**src/rtl/neopixel_pkg.sv**
```systemverilog
// Shared types and helpers for the NeoPixel chain controller.
package neopixel_pkg;

   // Controller FSM states; also exported on the debug state output.
   typedef enum logic [1:0] {
      IDLE  = 2'd0,
      LOAD  = 2'd1,
      SHIFT = 2'd2,
      LATCH = 2'd3
   } state_t;

   // Byte offset of each colour channel inside a pixel's 3-byte slot.
   localparam int CH_R = 0;
   localparam int CH_G = 1;
   localparam int CH_B = 2;

   localparam int BITS_PER_PIXEL = 24;

   // WS2812 expects green first, then red, then blue, each MSB first.
   function automatic logic [23:0] pack_grb(input logic [7:0] r,
                                            input logic [7:0] g,
                                            input logic [7:0] b);
      return {g, r, b};
   endfunction

endpackage

```
**src/rtl/neopixel_chain_ctrl_if.sv**
```systemverilog
// Load-stream / trigger / serial-output bundle of the NeoPixel chain controller.
//
// Handshake: there is no back-pressure. in_valid, in_sof and update are
// single-cycle strobes sampled on every rising CLK edge and always accepted;
// in_byte is only meaningful while in_valid is high. dout, busy, frame_done,
// load_ptr and state are registered outputs of the controller.
interface neopixel_chain_ctrl_if #(
   parameter int N_PIXELS = 10
);
   import neopixel_pkg::*;

   localparam int PTR_W = $clog2(3 * N_PIXELS);

   logic [7:0]       in_byte;
   logic             in_valid;
   logic             in_sof;
   logic             update;
   logic             dout;
   logic             busy;
   logic             frame_done;
   logic [PTR_W-1:0] load_ptr;
   state_t           state;

   // Byte source / trigger side (board top or testbench).
   modport master (
      output in_byte, in_valid, in_sof, update,
      input  dout, busy, frame_done, load_ptr, state
   );

   // Controller side.
   modport slave (
      input  in_byte, in_valid, in_sof, update,
      output dout, busy, frame_done, load_ptr, state
   );

endinterface

```
**src/rtl/ws2812_bit_tx.sv**
```systemverilog
// One WS2812 data bit: T_BIT clocks long, high for T0H (0) or T1H (1) clocks.
// A new bit may be started in the last cycle of the current one, so back-to-back
// bits have no gap.
module ws2812_bit_tx #(
   parameter int T_BIT = 15,
   parameter int T0H   = 5,
   parameter int T1H   = 10
) (
   input  logic CLK,
   input  logic RST,
   input  logic bit_valid,
   input  logic bit_value,
   output logic bit_done,
   output logic dout
);

   localparam int PH_W = $clog2(T_BIT);

   logic            active;
   logic [PH_W-1:0] phase;
   logic [PH_W-1:0] high_len;

   // Last cycle of the bit currently on the wire.
   always_comb bit_done = active && (phase == PH_W'(T_BIT - 1));

   // Bit-phase counter and registered data line.
   always_ff @(posedge CLK or posedge RST) begin
      if (RST) begin
         active   <= 1'b0;
         phase    <= '0;
         high_len <= '0;
         dout     <= 1'b0;
      end else if (bit_valid && (!active || bit_done)) begin
         active   <= 1'b1;
         phase    <= '0;
         high_len <= bit_value ? PH_W'(T1H) : PH_W'(T0H);
         dout     <= 1'b1;
      end else if (active) begin
         if (bit_done) begin
            active <= 1'b0;
            phase  <= '0;
            dout   <= 1'b0;
         end else begin
            phase <= phase + PH_W'(1);
            dout  <= ((phase + PH_W'(1)) < high_len);
         end
      end
   end

endmodule

```
**src/rtl/neopixel_chain_ctrl.sv**
```systemverilog
// WS2812 chain controller: byte-stream frame buffer loader, periodic / on-demand
// refresh, and per-pixel sequencing onto the serial line via ws2812_bit_tx.
module neopixel_chain_ctrl #(
   parameter int N_PIXELS       = 10,
   parameter int T_BIT          = 15,
   parameter int T0H            = 5,
   parameter int T1H            = 10,
   parameter int T_RESET        = 960,
   parameter int REFRESH_CYCLES = 2097152
) (
   input logic                 CLK,
   input logic                 RST,
   neopixel_chain_ctrl_if.slave bus
);
   import neopixel_pkg::*;

   localparam int NBYTES = 3 * N_PIXELS;
   localparam int PTR_W  = $clog2(NBYTES);
   localparam int PIX_W  = (N_PIXELS > 1) ? $clog2(N_PIXELS) : 1;
   localparam int LAT_W  = (T_RESET > 1) ? $clog2(T_RESET) : 1;
   localparam int RC_W   = (REFRESH_CYCLES > 1) ? $clog2(REFRESH_CYCLES) : 1;

   if (!(T0H >= 1 && T0H < T1H && T1H < T_BIT)) begin : g_bad_timing
      $error("neopixel_chain_ctrl: bit timing must satisfy 1 <= T0H < T1H < T_BIT");
   end
   if (N_PIXELS < 1 || N_PIXELS > 255) begin : g_bad_pixels
      $error("neopixel_chain_ctrl: N_PIXELS must be 1..255");
   end
   if (T_RESET < 1) begin : g_bad_reset_gap
      $error("neopixel_chain_ctrl: T_RESET must be at least 1");
   end

   // Frame buffer: byte p is pixel p/3, channel p%3. Not reset; contents persist
   // across RST so a frame after reset still shows the last loaded image.
   logic [7:0]       fb [NBYTES];
   logic [PTR_W-1:0] load_ptr_q;
   logic [PTR_W-1:0] wr_idx;
   logic [PTR_W-1:0] wr_next;

   // in_sof together with in_valid writes the byte at index 0.
   always_comb begin
      wr_idx  = bus.in_sof ? '0 : load_ptr_q;
      wr_next = (wr_idx == PTR_W'(NBYTES - 1)) ? '0 : wr_idx + PTR_W'(1);
   end

   // Load pointer: advances on each byte, wraps at the end of the frame.
   always_ff @(posedge CLK or posedge RST) begin
      if (RST) begin
         load_ptr_q <= '0;
      end else if (bus.in_valid) begin
         load_ptr_q <= wr_next;
      end else if (bus.in_sof) begin
         load_ptr_q <= '0;
      end
   end

   // Frame buffer write port; accepted in every state (no double buffering).
   always_ff @(posedge CLK) begin
      if (bus.in_valid) begin
         fb[wr_idx] <= bus.in_byte;
      end
   end

   // Refresh timer and trigger.
   logic [RC_W-1:0] ref_cnt;
   logic            refresh_tc;
   logic            trigger;

   always_comb begin
      refresh_tc = (REFRESH_CYCLES != 0) && (ref_cnt == RC_W'(REFRESH_CYCLES - 1));
      trigger    = bus.update || refresh_tc;
   end

   // Free-running refresh counter; held at zero when auto refresh is disabled.
   always_ff @(posedge CLK or posedge RST) begin
      if (RST) begin
         ref_cnt <= '0;
      end else if (REFRESH_CYCLES != 0) begin
         ref_cnt <= refresh_tc ? '0 : ref_cnt + RC_W'(1);
      end
   end

   // Sequencer state.
   state_t           state;
   logic             pending;
   logic [PIX_W-1:0] pix;
   logic [4:0]       bit_idx;
   logic [23:0]      shift_q;
   logic [LAT_W-1:0] lat_cnt;
   logic             busy_q;
   logic             frame_done_q;
   logic [PTR_W-1:0] pix_base;
   logic [23:0]      pix_word;
   logic             bit_valid;
   logic             bit_value;
   logic             bit_done;
   logic             tx_dout;

   // Current pixel word, read straight from the buffer during LOAD.
   always_comb begin
      pix_base = PTR_W'(3 * pix);
      pix_word = pack_grb(fb[pix_base + PTR_W'(CH_R)],
                          fb[pix_base + PTR_W'(CH_G)],
                          fb[pix_base + PTR_W'(CH_B)]);
   end

   // Bit requests: first bit straight from LOAD, the rest chained on bit_done.
   always_comb begin
      bit_valid = (state == LOAD) ||
                  ((state == SHIFT) && bit_done && (bit_idx != 5'(BITS_PER_PIXEL - 1)));
      bit_value = (state == LOAD) ? pix_word[23] : shift_q[22];
   end

   // Main FSM: IDLE -> LOAD -> SHIFT (x24) -> LOAD ... -> LATCH -> IDLE.
   always_ff @(posedge CLK or posedge RST) begin
      if (RST) begin
         state        <= IDLE;
         pending      <= 1'b0;
         pix          <= '0;
         bit_idx      <= '0;
         shift_q      <= '0;
         lat_cnt      <= '0;
         busy_q       <= 1'b0;
         frame_done_q <= 1'b0;
      end else begin
         frame_done_q <= 1'b0;
         if (trigger) begin
            pending <= 1'b1;
         end
         case (state)
            IDLE: begin
               if (pending || trigger) begin
                  state   <= LOAD;
                  busy_q  <= 1'b1;
                  pending <= 1'b0;
                  pix     <= '0;
               end
            end
            LOAD: begin
               shift_q <= pix_word;
               bit_idx <= '0;
               state   <= SHIFT;
            end
            SHIFT: begin
               if (bit_done) begin
                  if (bit_idx == 5'(BITS_PER_PIXEL - 1)) begin
                     if (pix == PIX_W'(N_PIXELS - 1)) begin
                        state   <= LATCH;
                        lat_cnt <= '0;
                     end else begin
                        pix   <= pix + PIX_W'(1);
                        state <= LOAD;
                     end
                  end else begin
                     shift_q <= {shift_q[22:0], 1'b0};
                     bit_idx <= bit_idx + 5'd1;
                  end
               end
            end
            LATCH: begin
               if (lat_cnt == LAT_W'(T_RESET - 1)) begin
                  state        <= IDLE;
                  busy_q       <= 1'b0;
                  frame_done_q <= 1'b1;
                  pix          <= '0;
               end else begin
                  lat_cnt <= lat_cnt + LAT_W'(1);
               end
            end
            default: begin
               state  <= IDLE;
               busy_q <= 1'b0;
            end
         endcase
      end
   end

   ws2812_bit_tx #(
      .T_BIT (T_BIT),
      .T0H   (T0H),
      .T1H   (T1H)
   ) u_bit_tx (
      .CLK       (CLK),
      .RST       (RST),
      .bit_valid (bit_valid),
      .bit_value (bit_value),
      .bit_done  (bit_done),
      .dout      (tx_dout)
   );

   assign bus.dout       = tx_dout;
   assign bus.busy       = busy_q;
   assign bus.frame_done = frame_done_q;
   assign bus.load_ptr   = load_ptr_q;
   assign bus.state      = state;

endmodule
```
**src/flat_wrapper.sv**
```systemverilog
// flat-port wrapper written by rule: the top's interface ports become plain ports
module neopixel_chain_ctrl_flat import neopixel_pkg::*;
#(
   parameter int N_PIXELS       = 10,
   parameter int T_BIT          = 15,
   parameter int T0H            = 5,
   parameter int T1H            = 10,
   parameter int T_RESET        = 960,
   parameter int REFRESH_CYCLES = 2097152
)
  (CLK, RST, bus_in_byte, bus_in_valid, bus_in_sof, bus_update, bus_dout, bus_busy, bus_frame_done, bus_load_ptr, bus_state);
  neopixel_chain_ctrl_if #(.N_PIXELS(N_PIXELS)) bus_i ();
  input logic CLK;
  input logic RST;
  input wire logic [$bits(bus_i.in_byte)-1:0] bus_in_byte;
  input wire logic [$bits(bus_i.in_valid)-1:0] bus_in_valid;
  input wire logic [$bits(bus_i.in_sof)-1:0] bus_in_sof;
  input wire logic [$bits(bus_i.update)-1:0] bus_update;
  output wire logic [$bits(bus_i.dout)-1:0] bus_dout;
  output wire logic [$bits(bus_i.busy)-1:0] bus_busy;
  output wire logic [$bits(bus_i.frame_done)-1:0] bus_frame_done;
  output wire logic [$bits(bus_i.load_ptr)-1:0] bus_load_ptr;
  output wire logic [$bits(bus_i.state)-1:0] bus_state;
  assign bus_i.in_byte = bus_in_byte;
  assign bus_i.in_valid = bus_in_valid;
  assign bus_i.in_sof = bus_in_sof;
  assign bus_i.update = bus_update;
  assign bus_dout = bus_i.dout;
  assign bus_busy = bus_i.busy;
  assign bus_frame_done = bus_i.frame_done;
  assign bus_load_ptr = bus_i.load_ptr;
  assign bus_state = bus_i.state;
  neopixel_chain_ctrl #(.N_PIXELS(N_PIXELS), .T_BIT(T_BIT), .T0H(T0H), .T1H(T1H), .T_RESET(T_RESET), .REFRESH_CYCLES(REFRESH_CYCLES)) u_core (.CLK(CLK), .RST(RST), .bus(bus_i));
endmodule
```
**config.mk**
```make
export PLATFORM = sky130hd
export DESIGN_NAME = neopixel_chain_ctrl_flat
export DESIGN_NICKNAME = d
export VERILOG_FILES = /design/src/rtl/neopixel_pkg.sv /design/src/rtl/neopixel_chain_ctrl_if.sv /design/src/rtl/ws2812_bit_tx.sv /design/src/rtl/neopixel_chain_ctrl.sv /design/src/flat_wrapper.sv
export SDC_FILE = /design/constraint.sdc
export NUM_CORES = 1
export LEC_CHECK = 0
export CORE_ASPECT_RATIO = 0.75
export CORE_MARGIN = 10
export CORE_UTILIZATION = 55
export CTS_BUF_LIST = sky130_fd_sc_hd__clkbuf_16
export DETAILED_ROUTE_END_ITERATION = 16
export HOLD_SLACK_MARGIN = 0.06
export PLACE_DENSITY_LB_ADDON = 0.05
export SLEW_MARGIN = 20
export SYNTH_ARGS = -nofsm -noshare
export SYNTH_HDL_FRONTEND = slang
export SYNTH_SLANG_ARGS = --single-unit
```
**constraint.sdc**
```tcl
create_clock -name CLK -period 5 [get_ports CLK]
set_input_delay 1.25 -clock CLK [delete_from_list [all_inputs] [get_ports CLK]]
set_output_delay 1.25 -clock CLK [all_outputs]
set_load 0.02 [all_outputs]
```
# [Word-level counts from Yosys, hierarchy flattened]
# Memory sizes are Yosys's and may differ from the RTL's.
# Index checks and enable logic that the tools add are counted.
[classes] n_eq_ne=18 addsub=8 reduce_logical=20 n_mul=1 magnitude_cmp=1 n_mux=48
[ops] op="2-to-1 mux 23 bit" n=2
[ops] op="one-hot mux 23 bit (2 select lines)" n=1
[ops] op="2-to-1 mux 10 bit" n=4
[ops] op="2-to-1 mux 4 bit" n=9
[ops] op="2-to-1 mux 5 bit" n=5
[ops] op="adder 21 x 1 -> 21 bit (second input constant)" n=1
[ops] op="equality test 21 bit (second input constant)" n=1
[ops] op="2-to-1 mux 21 bit" n=1
[ops] op="one-hot mux 10 bit (2 select lines)" n=1
[ops] op="2-to-1 mux 1 bit" n=16
[ops] op="adder 5 x 1 -> 5 bit (second input constant)" n=3
[ops] op="one-hot mux 4 bit (3 select lines)" n=1
[ops] op="adder 10 x 1 -> 10 bit (second input constant)" n=1
[ops] op="equality test 10 bit (second input constant)" n=1
[ops] op="equality test 5 bit (second input constant)" n=2
[ops] op="2-to-1 mux 2 bit" n=5
[ops] op="!= test 2 bit (second input constant)" n=5
[ops] op="one-hot mux 5 bit (2 select lines)" n=1
[ops] op="adder 4 x 1 -> 4 bit (second input constant)" n=2
[ops] op="equality test 4 bit (second input constant)" n=2
[ops] op="one-hot mux 2 bit (4 select lines)" n=1
[ops] op="nonzero test 2 bit" n=4
[ops] op="!= test 2 x 1 -> 1 bit (second input constant)" n=3
[ops] op="AND reduction 3 bit" n=2
[ops] op="other kinds (15)" n=22
[totals] n_memories=1 wordCells=111 in_bits=13 ramBits=240 register_bits=83
[memory_table] memory="u_core.fb" depth=30 word_bits=8 rd=3 rd_ports_with_merged_regs=0 write_ports=1 line="neopixel_chain_ctrl.sv:35" text="logic [7:0] fb [NBYTES];"

# [Longest topological paths before layout]
# Gate-level depths: netlist of the first run.
[depth] word_depth=7 depth_mapped=16

# [Hierarchy]
# Synthesis of the first run repeated with hierarchy kept, for this count alone.
[hier_totals] cells_unflattened=1158 area_unflattened_um2=17257.8
[by_module_without_submodules] mod="neopixel_chain_ctrl" instances=1 cells_per_inst=1107 seq_area_each_um2=9033.7 area_each_um2=16777.3
[by_module_without_submodules] mod="ws2812_bit_tx" instances=1 cells_per_inst=51 seq_area_each_um2=200.2 area_each_um2=480.5

# [Least setup slack after synthesis of the first run]
# No wires, ideal clock.
[synth_timing] path_type="register to register" startpoint="reg u_core.pix[1]" endpoint="reg u_core.shift_q[6]" stages_incl_launch_ff=15 required_ps=4868 synth_period_minus_slack_ps=3626 n_path_buf=6 t_arrival_ps=3493 setup_ps=132 path_slack_ps=1374 cell_sequence="dfrtp_1 inv_1 ha_1 buf_6 inv_1 buf_2 clkbuf_1 ha_1 buf_2 buf_2 buf_2 mux4_2 mux4_2 mux2i_1 o21ai_1"
[synth_via] elab_chain_cells=4
[synth_rtl] item="start, declared" line="neopixel_chain_ctrl.sv:86" text="logic [PIX_W-1:0] pix;"
[synth_rtl] item="start signal, assigned" line="neopixel_chain_ctrl.sv:151" text="pix <= pix + PIX_W'(1);"
[synth_rtl] item="multiplier 2 x 4 -> 5 bit" line="neopixel_chain_ctrl.sv:101" text="pix_base = PTR_W'(3 * pix);"
[synth_rtl] item="adder 5 x 2 -> 5 bit" line="neopixel_chain_ctrl.sv:104" text="fb[pix_base + PTR_W'(CH_B)]);"
[synth_rtl] item="memory read (30 x 8 bit)"
[synth_rtl] item="one-hot mux 23 bit (2 select lines)" line="neopixel_chain_ctrl.sv:130" text="case (state)"
[synth_rtl] item="end signal, assigned" line="neopixel_chain_ctrl.sv:140" text="shift_q <= pix_word;"
[synth_rtl] item="end signal, assigned" line="neopixel_chain_ctrl.sv:155" text="shift_q <= {shift_q[22:0], 1'b0};"
[synth_rtl] item="end, declared" line="neopixel_chain_ctrl.sv:88" text="logic [23:0] shift_q;"
# Every way passes these cells.
# A chain may end at the register's enable or synchronous reset.

# [Worst setup path after layout of the first run]
[layout_timing] startpoint="reg u_core.pix[0]" endpoint="reg u_core.shift_q[17]"
[layout_via] elab_chain_cells=4
[layout_rtl] item="multiplier 2 x 4 -> 5 bit" line="neopixel_chain_ctrl.sv:101"
[layout_rtl] item="adder 5 x 1 -> 5 bit" line="neopixel_chain_ctrl.sv:103" text="fb[pix_base + PTR_W'(CH_G)],"
[layout_rtl] item="memory read (30 x 8 bit)"
[layout_rtl] item="one-hot mux 23 bit (2 select lines)" line="neopixel_chain_ctrl.sv:130"
# Every way passes these cells.

==> run_results.csv, run 1 <==
group,metric,value,unit
outcome,status,"finished, final reports clean",
pwr,p_leak,6.69,nW
clock_tree,clkTransAtPathRegs,0.06,ns
setup_path,worstSetupPathType,"reg2reg",
sta,clock_skew,0.0340,ns
yosys,synth_area,17500,sq um
global_routing,grtUsageMet1,36.9,%
floorplan,row_count,56,
clock_tree,clk_latency,0.54,ns
yosys,ys_seq_area_share,52.6,%
hold_path,hold_depth,2,
sta,final_hold_viol_count,0,
global_routing,grt_pass1_wl,71.2,mm
sta,post-route-min-period,3.80,ns
hold_path,hold_path_class,"reg2reg",
layout,antenna_cells,0,
clock_tree,clockRootBuffer,"clkbuf_16",
setup_path,cp_max_fo,11,
global_routing,grt_pass1_vias,10800,
global_routing,antenna_found_initial,2,
yosys,yosys_warnings,0,
sta,finalCritPeriodShare,76.0,%
floorplan,initial_core_util,55.9,%
setup_path,cp-start-kind,"flip-flop",
global_routing,use_met3,8.37,%
clock_tree,clock_sinks,321,
yosys,synth_area_leader_cell,"edfxtp_1",
yosys,synth.lib_cells_used.distinct,58,
global_routing,grt_util_all_layers,24.2,%
placement,gp_congestion,0.940,
drt,dr.pass1.iters,6,
sta,worst_pin_slew,0.968,ns
drt,antenna_left,0,
yosys,yosysMostFrequentCell,"edfxtp_1",
sta,fmax,263,MHz
pwr,power,12.7,mW
clock_tree,post_cts_resized,0,
yosys,synth_seq_cells,321,
clock_tree,postCtsSetupRepairBufs,0,
drt,routedWlPerCell,29.0,microns
global_routing,grt-ovfl-total,0,
global_routing,use_met2,32.7,%
sta,drv_slew,0,
setup_path,worstPathRequired,5.42,ns
drt,routed_wl,47.2,mm
sta,rsz0062_at_grt,"no",
clock_tree,ctsLongestPathBuffers,3,
drt,dr.first_iter.drc_count,1443,
yosys,syn_nets,1213,
floorplan,die_height,175,microns
floorplan,fp.dieArea,39500,sq um
clock_tree,cts_tree,"done",
floorplan,core,31400,sq um
yosys,ys.flop_type,"edfxtp_1",
yosys,syn_inst,1176,
setup_path,worstSetupEndpointType,"flip-flop",
sta,tns,0,ns
yosys,synth_top_cell_area_share,41.1,%
floorplan,die_w,226,microns
sta,setup_viol,0,
clock_tree,cts_hold_buf,0,
placement,dp_hpwl,32.7,mm
setup_path,worstRegToRegCells,8,
layout,nets,1231,
placement,port_buffers,22,
floorplan,ios,23,
run,drv_cap,0,
sta,slew_headroom,35.2,%
drt,via_count,11300,
yosys,async_reset_ff_share,25.2,%
clock_tree,h-tree-depth,2,
yosys,synth_edf_count,240,
drt,drc_errors,0,
global_routing,grt_max_degree,130,
setup_path,crit_arrival,4.22,ns
yosys,yosys-top-cells-area,"edfxtp_1, mux4_2, dfrtp_1, nand2_1, nor2_1",
yosys,synth.top_cells.by_count,"edfxtp_1, mux4_2, nand2_1, nor2_1, dfrtp_1",
pwr,powerDensity,661,nW/um^2
layout,syn_to_final_growth,9.73,%
global_routing,gr-max-usage-layer,"met1",
clock_tree,cts_inserted_buffers,34,
drt,viasPerCell,6.94,
layout,drive_above_1_share,25.0,%
pwr,ir_worst_vdd,0.610,mV
yosys,syn_avg_cell_area,14.9,sq um
## metrics by stage
step           utilization, %  cells  setup slack [ns]  hold WS, ns  cell area [sq um]
6_report                 61.3   1624              1.20        0.481              19200
5_1_grt                  61.3   1624              1.02        0.497              19200
4_1_cts                  61.3   1624              1.30        0.485              19200
3_5_place_dp             57.8   1564              1.12        0.472              18100
3_3_place_gp             57.8   1564              1.20        0.461              18100
2_1_floorplan               -   1176              1.37        0.438              17500
## sequential cells by signal (all words and copies together), names as in the netlist, 2 cells and up
name and count:
u_core.fb 240, u_core.shift_q 23, u_core.ref_cnt 21, u_core.lat_cnt 10, u_core.bit_idx 5, u_core.bus.load_ptr 5
u_core.pix 4, u_core.u_bit_tx.phase 4, u_core.bus.state 2, u_core.u_bit_tx.high_len 2
## layout by cell type (no fill, tap or decap), types with 8 or more instances in the layout
cell type and instances:
a22oi_1 20, nand2_1 103, a21oi_1 26, inv_1 21
nor3_1 22, o21ai_1 9, xnor2_1 13, o31ai_1 11
nand3_1 31, and3_1 13, nand4_1 13, ha_1 21
nor2_1 84, edfxtp_1 240, mux4_2 176, mux2_2 28
dfrtp_1 80, clkbuf_16 35, xor2_1 17, nand2b_1 8
nor2b_1 11, a211oi_1 9, o21ai_0 35, buf_4 34
mux2i_1 30, clkdlybuf4s50_1 21
## worst max-delay path, stage by stage (launching register included)
cell	delay (ns)
dfrtp_4	0.51
ha_1	0.27
fa_2	0.75
nand2_1	0.25
nor2_1	0.21
xnor3_1	0.70
mux2i_1	0.54
nor3_1	0.15
o31a_1	0.31
## final timing paths
check                             startpoint                  endpoint  slack [ns]
min                        u_core.shift_q[9]         u_core.shift_q[9]        0.48
max                            u_core.pix[0]        u_core.shift_q[17]        1.20
min reg2reg                u_core.shift_q[9]         u_core.shift_q[9]        0.48
max in group asynchronous                RST             u_core.pix[0]        3.04
max reg2reg                    u_core.pix[0]        u_core.shift_q[17]        1.20
min in group asynchronous                RST  u_core.u_bit_tx.phase[1]        1.07
## power by group
part | switching, mW | internal [mW]
Sequential | 0.151 | 3.06
Clock | 1.07 | 1.48
Combinational | 3.92 | 3.05
## layout make-up
| class | count | area (sq um) |
|---|---|---|
| fillers | 2348 | 12100 |
| well taps | 406 | 508 |
| inverters | 17 | 65.1 |
| clock buffers | 35 | 876 |
| clock inverters | 25 | 226 |
| multi-input cells | 761 | 7810 |
| flip-flops and latches | 321 | 9240 |
| repair buffers | 59 | 531 |
## layer usage
layer  up-vias  part of all wire (%)
li1       4758                     -
met3        53                    13
met4         2                   1.5
met2       657                    42
met1      5805                    43
met5         -                  0.19
## cell families after synthesis
family                     synth area share, %
AOI/OAI and AO/OA                         5.97
xor gates and xnor gates                  2.18
and+or+nand+nor                           7.98
adders and majority gates                 1.75
DFF                                       52.6
buffers and inverters                     3.15
muxes                                     26.3
(Power assumes the default switching activity.)
==> inputs of run 2 (changes only) <==
==> constraint.sdc (replaced) <==
create_clock -name CLK -period 3.9 [get_ports CLK]
set_input_delay 0.975 -clock CLK [delete_from_list [all_inputs] [get_ports CLK]]
set_output_delay 0.975 -clock CLK [all_outputs]
set_load 0.02 [all_outputs]
==> run 2 against run 1 <==
Sequential cell count stayed put. Sequential share of layout area is 0.48 points lower. Core utilization is 0.61 points higher. Total power is 26% higher. Hold slack worse by 0.0043 ns. Sequential power is 28% higher. Final area is 1.0% higher. Register-to-register slack worse by 0.82 ns. Largest power group unchanged.
==> run_results.csv, run 2 (synthesis gave the netlist of run 1 again) <==
group,metric,value,unit
setup_path,cp_max_fo,9,
hold_path,hold_path_class,"reg2reg",
setup_path,critPathBufInv,1,
setup_path,cp-start-kind,"flip-flop",
pwr,switchingPower,6.37,mW
clock_tree,clk_latency,0.54,ns
drt,drc_errors,0,
layout,stdcell_count,1656,
drt,routedWlPerCell,28.5,microns
pwr,netSwitchingFraction,39.7,%
drt,dr.first_iter.drc_count,1524,
pwr,powerDensity,825,nW/um^2
setup_path,critPathSlowestCell,"xnor2_2",
pwr,pwr-share-comb,54.9,%
layout,regMostFlops,"u_core.fb",
drt,antenna_left,0,
setup_path,worstSetupPathType,"reg2reg",
setup_path,max_stage_delay,0.73,ns
layout,layout_common_cells,"edfxtp_1, mux4_2, nand2_1",
global_routing,antenna_found_initial,0,
sta,tns,0,ns
global_routing,grt_max_degree,84,
drt,dr.pass1.iters,5,
sta,setup_viol,0,
clock_tree,clockRootBuffer,"clkbuf_16",
pwr,power_report.internal_total,9.67,mW
sta,post-route-min-period,3.52,ns
clock_tree,postCtsSetupRepairBufs,0,
sta,final_hold_viol_count,0,
drt,routed_wl,47.2,mm
floorplan,ios,23,
drt,via_count,11200,
drt,viasPerCell,6.77,
placement,gp_congestion,0.904,
setup_path,crit_arrival,3.91,ns
clock_tree,clkTransAtPathRegs,0.06,ns
global_routing,grt-ovfl-total,0,
sta,worst_pin_slew,1.05,ns
floorplan,initial_core_util,55.9,%
setup_path,crit_start,"u_core.pix[0]",
layout,antenna_cells,0,
pwr,ir_worst_vdd,0.697,mV
clock_tree,clock_sinks,321,
hold_path,worstHoldStart,"u_core.ref_cnt[4]",
sta,clock_skew,0.0266,ns
placement,dp_hpwl,33.2,mm
layout,fillers,2366,
layout,reg_top3,"u_core.fb: 240 flops, u_core.shift_q: 23 flops, u_core.ref_cnt: 21 flops",
layout,mostFrequentLayoutCell,"edfxtp_1",
outcome,status,"finished, final reports clean",
layout,largest_register_ffs,240,
run,drv_cap,0,
clock_tree,post_cts_resized,0,
clock_tree,ctsLongestPathBuffers,3,
setup_path,cpLargestDelayFamily,"adder cells",
global_routing,grt_pass1_wl,70.8,mm
global_routing,grt_util_all_layers,24.2,%
layout,syn_to_final_growth,10.8,%
pwr,power_frac_seq,25.7,%
clock_tree,cts_hold_buf,0,
floorplan,core,31400,sq um
setup_path,worstReg2RegStart,"u_core.pix[0]",
sta,rsz0062_at_grt,"no",
placement,port_buffers,22,
layout,nets,1260,
floorplan,die_w,226,microns
pwr,p_leak,6.85,nW
setup_path,worstSetupEndpointType,"flip-flop",
sta,slew_headroom,29.8,%
floorplan,fp.dieArea,39500,sq um
clock_tree,cts_inserted_buffers,35,
placement,placedCellCount,1592,
clock_tree,cts_tree,"done",
setup_path,worstPathCellList,"ha_1 > fa_2 > ha_4 > xnor2_2 > buf_4 > mux4_2 > mux2i_1 > o21ai_1",
sta,fmax,284,MHz
setup_path,worstPathRequired,4.29,ns
floorplan,die_height,175,microns
clock_tree,h-tree-depth,2,
layout,drive_above_1_share,26.0,%
pwr,pwr-share-clk,19.4,%
sta,finalCritPeriodShare,90.4,%
global_routing,grt_pass1_vias,10900,
floorplan,row_count,56,
sta,drv_slew,0,
run 2: changes by cell type in the layout (fill, tap and decap cells not counted), sizes merged:
cell | previous run | this run
buf | 38 | 65
inv | 22 | 31
bufinv | 4 | 1
clkinvlp | 3 | 1
clkbuf | 35 | 36
clkdlybuf4s50 | 21 | 22
clkinv | 13 | 12
run 2: metal layers:
| metal | part of all wire (%) | wire length, microns | GRT usage (%) | vias to the layer above |
|---|---|---|---|---|
| met5 | 0 | 0 | 0 | - |
| met4 | 2.0 | 957 | 5.91 | 0 |
| met3 | 12 | 5430 | 8.25 | 62 |
| met2 | 44 | 20600 | 34.6 | 596 |
| met1 | 43 | 20300 | 34.9 | 5748 |
| li1 | - | - | - | 4810 |
run 2: worst paths after layout:
kind | endpoint | slack, ns | cells after the start
worst max-delay path | u_core.shift_q[6] | 0.38 | 8
worst min-delay path | u_core.ref_cnt[4] | 0.48 | 1
worst min register to register | u_core.ref_cnt[4] | 0.48 | 1
min in group asynchronous | u_core.bit_idx[2] | 0.91 | 2
worst max register to register | u_core.shift_q[6] | 0.38 | 8
max in group asynchronous | u_core.ref_cnt[4] | 2.28 | 3
run 2: area by class of cell:
cell class,instances,area [sq um],share of cell area [%]
sequential,321,9240,47.5
timing repair buffer,87,758,3.90
multi-input combinational,761,7810,40.2
inverter,17,65.1,0.335
clock buffer,36,901,4.63
clock inverter,28,161,0.830
tap,406,508,2.61
run 2: per-stage QoR:
step                      util [%]  instance area [sq um]  power (mW)  hold slack, ns  worst slack, ns
after floorplan                  -                  17500        10.5           0.438            0.274
after global placement        58.5                  18400        12.9           0.456            0.419
after detailed placement      58.6                  18400        12.9           0.468            0.381
after CTS                     61.9                  19400        16.0           0.480            0.356
after global routing          61.9                  19400        16.8           0.490            0.177
final                         61.9                  19400        16.0           0.476            0.376
run 2: power groups by stage:
stage | clock, mW | sequential (mW) | combinational, mW
6_report | 3.11 | 4.12 | 8.81
4_1_cts | 3.17 | 4.11 | 8.75
3_5_place_dp | 0 | 4.18 | 8.72
2_1_floorplan | 0 | 4.14 | 6.38
3_3_place_gp | 0 | 4.18 | 8.69
5_1_grt | 3.33 | 4.14 | 9.37
==> inputs of run 3 (changes only) <==
--- a/config.mk
+++ b/config.mk
@@ -8,7 +8,7 @@
 export CORE_ASPECT_RATIO = 0.75
 export CORE_MARGIN = 10
 export CORE_UTILIZATION = 55
-export CTS_BUF_LIST = sky130_fd_sc_hd__clkbuf_16
+export CTS_BUF_LIST = sky130_fd_sc_hd__clkbuf_4 sky130_fd_sc_hd__clkbuf_8 sky130_fd_sc_hd__clkbuf_16
 export DETAILED_ROUTE_END_ITERATION = 16
 export HOLD_SLACK_MARGIN = 0.06
 export PLACE_DENSITY_LB_ADDON = 0.05
==> run 3 against run 2 <==
Routed wire length barely moved. Via count fell by 0.12%. Total power is 1.0% higher. Critical endpoint unchanged. Highest routed layer unchanged. Critical path depth stayed put.
==> run_results.csv, run 3 (synthesis gave the netlist of run 1 again) <==
group,metric,value,unit
sta,tns,0,ns
clock_tree,clk_latency,0.54,ns
global_routing,grt_pass1_wl,70.9,mm
floorplan,die_height,175,microns
floorplan,row_count,56,
sta,setup_viol,0,
drt,routedWlPerCell,28.5,microns
global_routing,antenna_found_initial,0,
sta,fmax,281,MHz
layout,antenna_cells,0,
drt,dr.first_iter.drc_count,1456,
pwr,ir_worst_vdd,0.701,mV
clock_tree,postCtsSetupRepairBufs,0,
drt,antenna_left,0,
floorplan,fp.dieArea,39500,sq um
outcome,status,"finished, final reports clean",
layout,stdcell_count,1656,
sta,slew_headroom,31.0,%
drt,drc_errors,0,
placement,placedCellCount,1592,
drt,met1_length,19.9,mm
placement,port_buffers,22,
clock_tree,clock_sinks,321,
pwr,powerDensity,831,nW/um^2
drt,routed_wl,47.2,mm
setup_path,rrSetupSlack,0.34,ns
sta,post-route-min-period,3.56,ns
run,drv_cap,0,
layout,mostFrequentLayoutCell,"edfxtp_1",
global_routing,grt_max_degree,84,
sta,clock_skew,0.0283,ns
setup_path,cp-start-kind,"flip-flop",
setup_path,worstReg2RegStart,"u_core.pix[0]",
setup_path,worstRegToRegCells,8,
sta,final_hold_viol_count,0,
placement,gp_congestion,0.904,
pwr,power,16.2,mW
placement,dp_hpwl,33.2,mm
drt,via_count,11200,
sta,worst_pin_slew,1.03,ns
placement,place_ws,0.381,ns
global_routing,grt-ovfl-total,0,
clock_tree,ctsLongestPathBuffers,3,
drt,routed.top_layer,"met4",
setup_path,reg2reg_to,"u_core.shift_q[6]",
setup_path,crit_arrival,3.94,ns
drt,viasPerCell,6.77,
clock_tree,cts_inserted_buffers,35,
sta,drv_slew,0,
clock_tree,post_cts_resized,0,
hold_path,hold_path_class,"reg2reg",
floorplan,ios,23,
setup_path,worstSetupPathType,"reg2reg",
setup_path,worstPathRequired,4.29,ns
pwr,p_leak,6.85,nW
clock_tree,clkTransAtPathRegs,0.06,ns
layout,layout_common_cells,"edfxtp_1, mux4_2, nand2_1",
layout,drive_above_1_share,27.1,%
drt,dr.pass1.iters,5,
clock_tree,h-tree-depth,2,
sta,rsz0062_at_grt,"no",
clock_tree,cts_tree,"done",
layout,nets,1260,
setup_path,cp_max_fo,9,
sta,finalCritPeriodShare,91.2,%
clock_tree,cts_hold_buf,0,
clock_tree,clockRootBuffer,"clkbuf_16",
layout,regMostFlops,"u_core.fb",
layout,syn_to_final_growth,11.2,%
floorplan,initial_core_util,55.9,%
drt,wl_met2,20.5,mm
layout,reg_top3,"u_core.fb: 240 flops, u_core.shift_q: 23 flops, u_core.ref_cnt: 21 flops",
drt,wl_met3,5.82,mm
floorplan,die_w,226,microns
global_routing,grt_util_all_layers,24.2,%
layout,largest_register_ffs,240,
sta,setup_slack,0.343,ns
hold_path,hold_end,"u_core.ref_cnt[4]",
hold_path,worstHoldStart,"u_core.ref_cnt[4]",
floorplan,core,31400,sq um
setup_path,worstSetupEndpointType,"flip-flop",
global_routing,grt_pass1_vias,11000,
hold_path,hold_depth,1,
-- run 3: changes by cell type in the layout (fill, tap and decap cells not counted), sizes merged --
cell	before	now
inv	31	17
clkinv	12	11
clkbuf	36	51
-- run 3: where the power goes --
group | internal [mW] | switching [mW] | total, mW
clock | 1.91 | 1.36 | 3.27
combinational | 4.01 | 4.80 | 8.81
sequential | 3.92 | 0.202 | 4.12
-- run 3: worst max-delay path by stage --
| stage | startpoint | end | slack [ns] |
|---|---|---|---|
| global placement | u_core.pix[0] | u_core.shift_q[4] | 0.42 |
| global route | u_core.pix[0] | u_core.shift_q[6] | 0.18 |
| floorplan | u_core.pix[1] | u_core.shift_q[6] | 0.27 |
| detailed placement | u_core.pix[0] | u_core.shift_q[6] | 0.38 |
| finish | u_core.pix[0] | u_core.shift_q[6] | 0.34 |
| CTS | u_core.pix[0] | u_core.shift_q[6] | 0.36 |
-- run 3: layer usage --
layer  vias up  track usage [%]
met5         -                0
met4         0             5.97
met3        52             8.43
met2       621             34.6
met1      5720             34.8
li1       4810                -
-- run 3: critical path, stage by stage (launching register included) --
cell	delay (ns)
dfrtp_4	0.51
ha_1	0.28
fa_2	0.55
ha_4	0.24
xnor2_2	0.75
buf_4	0.32
mux4_2	0.53
mux2i_1	0.16
o21ai_1	0.08
-- run 3: final cells by class --
| cell class | instances | area, sq um |
|---|---|---|
| fillers | 2359 | 11900 |
| repair buffers | 87 | 758 |
| clock buffers | 51 | 1030 |
| flip-flops and latches | 321 | 9240 |
| inverters | 17 | 65.1 |
| multi-input cells | 761 | 7810 |
| well taps | 406 | 508 |
| clock inverters | 13 | 105 |
-- run 3: metrics by stage --
step	hold slack (ns)	instance area, sq um	utilization, %
2_1_floorplan	0.438	17500	-
3_3_place_gp	0.456	18400	58.5
3_5_place_dp	0.468	18400	58.6
4_1_cts	0.480	19500	62.2
5_1_grt	0.490	19500	62.2
6_report	0.478	19500	62.2
